## config.mk

```make
export PLATFORM = sky130hd
export DESIGN_NAME = spi_bus_arbiter
export DESIGN_NICKNAME = d
export VERILOG_FILES = /design/src/rtl/spi_arb_pkg.sv /design/src/rtl/spi_arb_timer.sv /design/src/rtl/spi_bus_arbiter.sv
export SDC_FILE = /design/constraint.sdc
export NUM_CORES = 1
export LEC_CHECK = 0
export BUFFER_PORTS_ARGS = -buffer_cell sky130_fd_sc_hd__buf_2
export CAP_MARGIN = 20
export CORE_MARGIN = 5
export CORE_UTILIZATION = 35
export CTS_BUF_LIST = sky130_fd_sc_hd__clkbuf_4 sky130_fd_sc_hd__clkbuf_8
export DETAILED_ROUTE_END_ITERATION = 10
export SKIP_LAST_GASP = 1
export SLEW_MARGIN = 10
export SYNTH_ARGS = -nofsm -noshare
export SYNTH_HDL_FRONTEND = slang
export SYNTH_SLANG_ARGS = --single-unit
```

## constraint.sdc

```tcl
create_clock -name clk -period 5.6 [get_ports clk]
set_input_delay 0.28 -clock clk [delete_from_list [all_inputs] [get_ports clk]]
set_output_delay 0.28 -clock clk [all_outputs]
set_load 0.01 [all_outputs]
```

## src/rtl/spi_arb_pkg.sv

```systemverilog
// Shared types and constants for the two-master SPI bus arbiter.
// Requester 0 is the CPU, requester 1 the loader/debug port.
package spi_arb_pkg;

  localparam int NUM_REQ    = 2;
  localparam int REQ_CPU    = 0;
  localparam int REQ_LOADER = 1;
  localparam int TMR_W      = 16;

  typedef enum logic [1:0] {
    ST_IDLE = 2'd0,
    ST_OWN  = 2'd1,
    ST_GAP  = 2'd2
  } state_e;

endpackage

```

## src/rtl/spi_arb_timer.sv

```systemverilog
// Shared saturating up-counter for GAP spacing and grant timeout.
// tc is high while the count equals tc_val.
module spi_arb_timer
  import spi_arb_pkg::*;
#(
  parameter int W = TMR_W
) (
  input  logic         clk,
  input  logic         rst,
  input  logic         clr,
  input  logic         en,
  input  logic [W-1:0] tc_val,
  output logic         tc
);

  logic [W-1:0] cnt;

  always_ff @(posedge clk) begin
    if (rst || clr) begin
      cnt <= '0;
    end else if (en && (cnt != '1)) begin
      cnt <= cnt + W'(1);
    end
  end

  assign tc = (cnt == tc_val);

endmodule

```

## src/rtl/spi_bus_arbiter.sv

```systemverilog
// Two-requester SPI bus arbiter: round-robin grant, enforced deselect
// gap between owners, and timeout revocation with per-requester block.
module spi_bus_arbiter
  import spi_arb_pkg::*;
#(
  parameter int GAP_CYCLES     = 2,
  parameter int TIMEOUT_CYCLES = 4096
) (
  input  logic               clk,
  input  logic               rst,
  input  logic [NUM_REQ-1:0] req,
  input  logic [NUM_REQ-1:0] req_select,
  input  logic [NUM_REQ-1:0] req_mosi,
  input  logic [NUM_REQ-1:0] req_clk_en,
  input  logic               spi_miso,
  input  logic               err_clr,
  output logic [NUM_REQ-1:0] gnt,
  output logic               spi_select,
  output logic               spi_mosi,
  output logic               spi_clk_enable,
  output logic [NUM_REQ-1:0] rsp_miso,
  output logic               timeout_err
);

  localparam logic [TMR_W-1:0] GAP_TC = TMR_W'(GAP_CYCLES - 1);
  localparam logic [TMR_W-1:0] TO_TC  = TMR_W'(TIMEOUT_CYCLES - 1);

  state_e             state;
  logic               owner;
  logic               last_owner;
  logic [NUM_REQ-1:0] blocked;

  logic [NUM_REQ-1:0] elig;
  logic               any_elig;
  logic               pick;
  logic               own_req;
  logic               tmr_tc;
  logic               rel_ev;
  logic               to_ev;
  logic               gnt_ev;

  assign elig     = req & ~blocked;
  assign any_elig = |elig;
  assign pick     = (&elig) ? ~last_owner : elig[REQ_LOADER];
  assign own_req  = req[owner];

  assign rel_ev = (state == ST_OWN) && !own_req;
  // A drop on the terminal cycle wins over the timeout.
  assign to_ev  = (state == ST_OWN) && own_req && tmr_tc;
  assign gnt_ev = any_elig &&
                  ((state == ST_IDLE) ||
                   ((state == ST_GAP) && tmr_tc));

  spi_arb_timer #(.W(TMR_W)) u_timer (
    .clk    (clk),
    .rst    (rst),
    .clr    (gnt_ev || rel_ev || to_ev),
    .en     (state != ST_IDLE),
    .tc_val ((state == ST_OWN) ? TO_TC : GAP_TC),
    .tc     (tmr_tc)
  );

  always_ff @(posedge clk) begin
    if (rst) begin
      state      <= ST_IDLE;
      owner      <= 1'b0;
      last_owner <= 1'b1;
      gnt        <= '0;
    end else if (gnt_ev) begin
      state      <= ST_OWN;
      owner      <= pick;
      gnt        <= pick ? 2'b10 : 2'b01;
    end else if (rel_ev || to_ev) begin
      state      <= ST_GAP;
      last_owner <= owner;
      gnt        <= '0;
    end else if ((state == ST_GAP) && tmr_tc) begin
      state      <= ST_IDLE;
    end
  end

  always_ff @(posedge clk) begin
    if (rst) begin
      blocked <= '0;
    end else begin
      for (int i = 0; i < NUM_REQ; i++) begin
        if (!req[i]) begin
          blocked[i] <= 1'b0;
        end else if (to_ev && (owner == 1'(i))) begin
          blocked[i] <= 1'b1;
        end
      end
    end
  end

  always_ff @(posedge clk) begin
    if (rst) begin
      timeout_err <= 1'b0;
    end else if (to_ev) begin
      timeout_err <= 1'b1;
    end else if (err_clr) begin
      timeout_err <= 1'b0;
    end
  end

  always_comb begin
    spi_select     = 1'b1;
    spi_mosi       = 1'b0;
    spi_clk_enable = 1'b0;
    if (state == ST_OWN) begin
      spi_select     = req_select[owner];
      spi_mosi       = req_mosi[owner];
      spi_clk_enable = req_clk_en[owner];
    end
  end

  assign rsp_miso = gnt & {NUM_REQ{spi_miso}};

endmodule

```

# Word-level counts from Yosys, hierarchy flattened

Index checks and enable logic that the tools add are counted.

Flip-flop bits (word level): 25
Logic and storage cells: 70

$add $sub $neg: 1
Magnitude comparators: 1
Equality and inequality tests: 4
Mux-type cells: 21
Bitwise gates (word level): 8
Reductions and logical operators: 26

Operator list:

| operator                                                    | number |
|---|---|
| adder 16 x 1 -> 16 bit (second input constant)              | 1 |
| equality test 16 x 12 -> 1 bit                              | 1 |
| != test 16 bit (second input constant)                      | 1 |
| two-way mux 1 bit                                           | 15 |
| two-way mux 12 bit                                          | 1 |
| two-way mux 2 bit                                           | 5 |
| logical AND 1 bit                                           | 8 |
| nonzero test 2 bit                                          | 4 |
| OR reduction 2 bit                                          | 4 |
| logical OR 1 bit                                            | 5 |
| NOT 1 bit                                                   | 5 |
| AND 2 bit                                                   | 2 |
| AND reduction 2 bit                                         | 2 |
| nonzero test 3 bit                                          | 1 |
| equality test 2 x 1 -> 1 bit (second input constant)        | 1 |
| equality test 2 bit (second input constant)                 | 1 |
| logical NOT 2 bit                                           | 1 |
| less-than comparator 1 x 2 -> 1 bit (second input constant) | 1 |
| NOT 2 bit                                                   | 1 |
| logical NOT 1 bit                                           | 1 |

# Logic depth before layout (Yosys ltp)

Word-level depth: 9
Gate-level depth with buffers: 7

# Hierarchy

Synthesis repeated with hierarchy kept, for this count alone.

Cells, all modules: 183
Area total of the unflattened synthesis: 1546.5 µm²

Modules (own cells, without submodules):

| module          | instances | cells an instance | area an instance (µm²) |
|---|---|---|---|
| spi_arb_timer   | 1         | 128               | 1043.5 |
| spi_bus_arbiter | 1         | 55                | 503.0 |

# Worst setup path after synthesis

Ideal clock, no wire load.

Kind: register to register
Start: reg u_timer.cnt[8]
End: reg u_timer.cnt[10]
Library setup time: 0.133 ns
Arrival time: 1.717 ns
Required time: 5.467 ns
Slack: 3.751 ns
Stages on the path, launching flop included: 7
Path buffers: 1
Period minus slack after synthesis: 1.849 ns
Cells stage by stage: dfxtp_1 or4_4 mux2i_4 o211ai_4 a22oi_4 buf_4 nor3_1

Cells in the longest elaborated chain, start to end: 7

RTL lines:

| element                                                                        | line                | text |
|---|---|---|
| start, declared                                                                | spi_arb_timer.sv:16 | `logic [W-1:0] cnt;` |
| start signal, assigned                                                         | spi_arb_timer.sv:22 | `cnt <= cnt + W'(1);` |
| parallel branches: the longest is 7 deep, another holds adder 16 x 1 -> 16 bit | -                   |  |

Several ways; the timed one is not identified.
A chain may end at the register's enable or synchronous reset.

# Final worst setup path

Start: reg state[1]
End: reg u_timer.cnt[9]

Cells in the longest elaborated chain, start to end: 9

RTL lines:

| element                        | line                                                                | text |
|---|---|---|
| start, declared                | spi_bus_arbiter.sv:28                                               | `state_e state;` |
| start signal, assigned         | spi_bus_arbiter.sv:65                                               | `state <= ST_IDLE;` |
| start signal, assigned         | spi_bus_arbiter.sv:70                                               | `state <= ST_OWN;` |
| start signal, assigned         | spi_bus_arbiter.sv:74                                               | `state <= ST_GAP;` |
| equality test 2 x 1 -> 1 bit   | spi_bus_arbiter.sv:47, spi_bus_arbiter.sv:49, spi_bus_arbiter.sv:59 |  |
| two-way mux 12 bit             | spi_bus_arbiter.sv:59                                               | `.tc_val ((state == ST_OWN) ? TO_TC : GAP_TC),` |
| equality test 16 x 12 -> 1 bit | spi_arb_timer.sv:26                                                 | `assign tc = (cnt == tc_val);` |
| logical AND 1 bit              | spi_bus_arbiter.sv:52                                               | `((state == ST_GAP) && tmr_tc));` |
| logical OR 1 bit               | spi_bus_arbiter.sv:51                                               | `((state == ST_IDLE) \|\|` |
| logical AND 1 bit              | spi_bus_arbiter.sv:50                                               | `assign gnt_ev = any_elig &&` |
| logical OR 1 bit (2 in series) | spi_bus_arbiter.sv:57                                               | `.clr (gnt_ev \|\| rel_ev \|\| to_ev),` |
| logical OR 1 bit               | spi_arb_timer.sv:19                                                 | `if (rst \|\| clr) begin` |

Parallel ways exist; a longest one is shown, timed or not.

==> implementation parameters <==
Parameter                              Value

Synth
  Post-synth ARST share    0
  Mean instance size in the synthesized netlist    8.62 sq um
  Post-synth net total    186
  Number of synthesized flops with an enable pin    0
  Cell variety after synth    48
  Number of instances in the synthesized netlist    173
  Post-synthesis sequential area ratio    0.336
  Primary flip-flop cell chosen by synthesis mapping    sky130_fd_sc_hd__dfxtp_1
  Synth Cell Area    1490 sq um
  Count of synthesis-stage warnings from yosys    0
  Post-synthesis register bit count    25

Placed design
  Final HPWL DP    2.30 mm
  Routability Congestion    0.774
  # port buffers    19

Timing
  Sum of negative setup slack    0 ns
  Relative max-transition margin    0.570
  Number of max-slew violations in the final report    0
  Clock period minus final worst setup slack    2.23 ns
  Final setup violation count    0
  RSZ-0062 raised after global routing    no
  Final setup skew    0.00219 ns
  Minimum hold slack    0.281 ns
  Final Hold Vio Count    0
  Final period utilization    0.399
  Achievable clock frequency    448 MHz
  Slew @ Worst Pin    0.639 ns

Power and ir drop
  Cell Int Power    0.284 mW
  Pleak    0.551 nW
  Switching share of power    0.323
  Power per cell area    253 nW/um^2
  Combinational group share of total power    0.244
  IR drop worst, VDD    0.000174 V
  Total net switching power    0.135 mW
  Relative contribution of sequential cells to total power    0.484
  Fraction of power consumed by the clock network    0.272

Detailed routing
  Detailed-routing iteration count for the pre-antenna-repair pass    4
  ANT nets after route    0
  Total number of vias    1283
  Total DRC errors in the routed layout    0
  Post-DR wirelength/cell    13.4 microns
  Violation count after the first detailed-route iteration    82
  Ratio of routed vias to standard cells    5.41
  Total wirelength of the detailed-routed design    3.17 mm

Clocking
  Count of H-tree levels built during CTS    1
  Post-CTS Setup Bufs    0
  TritonCTS buffer count    3
  Clock slew at reported path FFs    0.09 ns
  CTS tree    yes
  Skew-Pair Late Insertion Delay    0.27 ns
  Number of instances resized during post-cts repair    0
  Cts-stage hold buffer count    0
  Root buf cell    sky130_fd_sc_hd__clkbuf_8
  Maximum count of clock buffers along a single path    2
  CTS sink count    25

Floorplan
  Die area    5670 sq um
  Floorplan Core Area    4060 sq um
  Std cell rows    23
  IO Count    20
  Floorplan die height    75.3 microns
  Starting Density    0.368
  Horizontal die dimension    75.3 microns

Job
  Count of max-cap constraint violations    0

Cells and area
  Most frequent cells in the layout    25 x sky130_fd_sc_hd__dfxtp_1, 23 x sky130_fd_sc_hd__nor3_1, 19 x sky130_fd_sc_hd__buf_2
  Sequential Area    500 sq um
  Area added between synthesis and finish    11.1%
  Nets    201
  Final Core Density    0.408
  Share of cells above drive strength 1    0.193
  Number of antenna cells inserted    0
  Filler Cell Count    413
  Most common cell after layout, fill and taps aside    sky130_fd_sc_hd__dfxtp_1
  Total area of multi-input combinational cells    931 sq um

Global routing
  Initial antenna violation count    0
  GRT overflow    0
  Pin count of the biggest net entering global routing    29
  Overall global routing resource usage    0.123
  First-pass GRT wire length    5.46 mm
  Vias in the first global route    1196

Critical path
  Startpoint type of the worst setup path    register
  Crit path max-delay family    compound AO/OA/AOI/OAI gates
  Data required time of the worst path    5.74 ns
  Critical Path End Type    register
  Buf+Inv Stages, Crit Path    0
  Category of the critical setup timing path    register to register
  Slowest CP cell    sky130_fd_sc_hd__dfxtp_1
  Worst Path Max Fanout    16
  Ordered list of cells on the worst path    nand2b_1 > mux2i_4 > o211ai_4 > a22oi_4 > nor3_1
  Critical path arrival    2.37 ns
  Largest stage delay on the critical path    0.55 ns

Run status
  Run status    finished, final reports clean

Hold path
  Class of the most critical hold timing path    input pin to register
==> power by group through the flow <==
stage,combinational [mW],clock [mW],sequential (mW)
floorplan,0.0908,0,0.198
global placement,0.103,0,0.207
detailed placement,0.103,0,0.208
CTS,0.104,0.118,0.203
global route,0.114,0.128,0.205
finish,0.102,0.114,0.203
==> worst min-delay path, cell delays in order <==
cell,delay [ns]
sky130_fd_sc_hd__buf_2,0.07
sky130_fd_sc_hd__nor2_1,0.03
sky130_fd_sc_hd__nand2_1,0.05
sky130_fd_sc_hd__o21ai_0,0.07
==> cell usage after synthesis, types with 2 or more instances <==
master / number / area (sq um)
sky130_fd_sc_hd__a211oi_1: 2 / 15.0
sky130_fd_sc_hd__a21oi_1: 4 / 20.0
sky130_fd_sc_hd__and2_1: 2 / 12.5
sky130_fd_sc_hd__and3_1: 2 / 12.5
sky130_fd_sc_hd__and4_2: 2 / 20.0
sky130_fd_sc_hd__buf_2: 3 / 15.0
sky130_fd_sc_hd__clkbuf_1: 4 / 15.0
sky130_fd_sc_hd__dfxtp_1: 25 / 500
sky130_fd_sc_hd__inv_1: 5 / 18.8
sky130_fd_sc_hd__mux2i_1: 5 / 50.1
sky130_fd_sc_hd__nand2_1: 12 / 45.0
sky130_fd_sc_hd__nand2b_1: 4 / 25.0
sky130_fd_sc_hd__nand3_1: 6 / 30.0
sky130_fd_sc_hd__nand4_1: 5 / 31.3
sky130_fd_sc_hd__nor2_1: 15 / 56.3
sky130_fd_sc_hd__nor2b_1: 2 / 12.5
sky130_fd_sc_hd__nor3_1: 23 / 115
sky130_fd_sc_hd__nor4_4: 2 / 42.5
sky130_fd_sc_hd__o211a_1: 2 / 20.0
sky130_fd_sc_hd__o21ai_0: 7 / 35.0
sky130_fd_sc_hd__xnor2_1: 14 / 123
==> final timing paths <==
check              from             end  slack, ns  depth (start not counted)
min reg2reg  blocked[1]      blocked[1]       0.47                          2
max reg2reg    state[1]  u_timer.cnt[9]       3.37                          5
max            state[1]  u_timer.cnt[9]       3.37                          5
min             err_clr     timeout_err       0.28                          4
==> cell families after synthesis <==
| kind of cell | after synthesis | synth area share |
|---|---|---|
| compound gates | 28 | 0.156 |
| xor+xnor | 14 | 0.0822 |
| fa+ha+maj | 1 | 0.00839 |
| buf+inv | 14 | 0.0403 |
| flops | 25 | 0.336 |
| mux | 6 | 0.0487 |
| simple gates | 85 | 0.329 |
==> metrics by stage <==
step / worst slack (ns) / std cells / power (mW) / cell area [sq um]
floorplan: 3.75 / 173 / 0.288 / 1490
global placement: 3.42 / 233 / 0.311 / 1610
detailed placement: 3.35 / 233 / 0.311 / 1610
CTS: 3.33 / 237 / 0.426 / 1660
global route: 3.19 / 237 / 0.447 / 1660
finish: 3.37 / 237 / 0.420 / 1660
==> metal layers <==
| layer | part of all wire | GRT usage | wire length (microns) |
|---|---|---|---|
| met4 | 0.0060 | 0.0214 | 19 |
| met3 | 0.071 | 0.0334 | 224 |
| met2 | 0.42 | 0.203 | 1340 |
| met1 | 0.50 | 0.161 | 1580 |
| met5 | 0 | 0 | 0 |
==> flip-flops by register name (all words and copies together) (netlist names) <==
signal and count:
owner 1, blocked 2, state 2, gnt 2
last_owner 1, timeout_err 1, u_timer.cnt 16
==> final cells by class <==
cell class	instances	share of cell area
Sequential cell	25	0.302
Multi-Input combinational cell	134	0.562
Inverter	5	0.0113
Timing Repair Buffer	19	0.0574
Tap cell	50	0.0378
Clock buffer	4	0.0295
No activity file was read; power rests on OpenSTA's default activity.
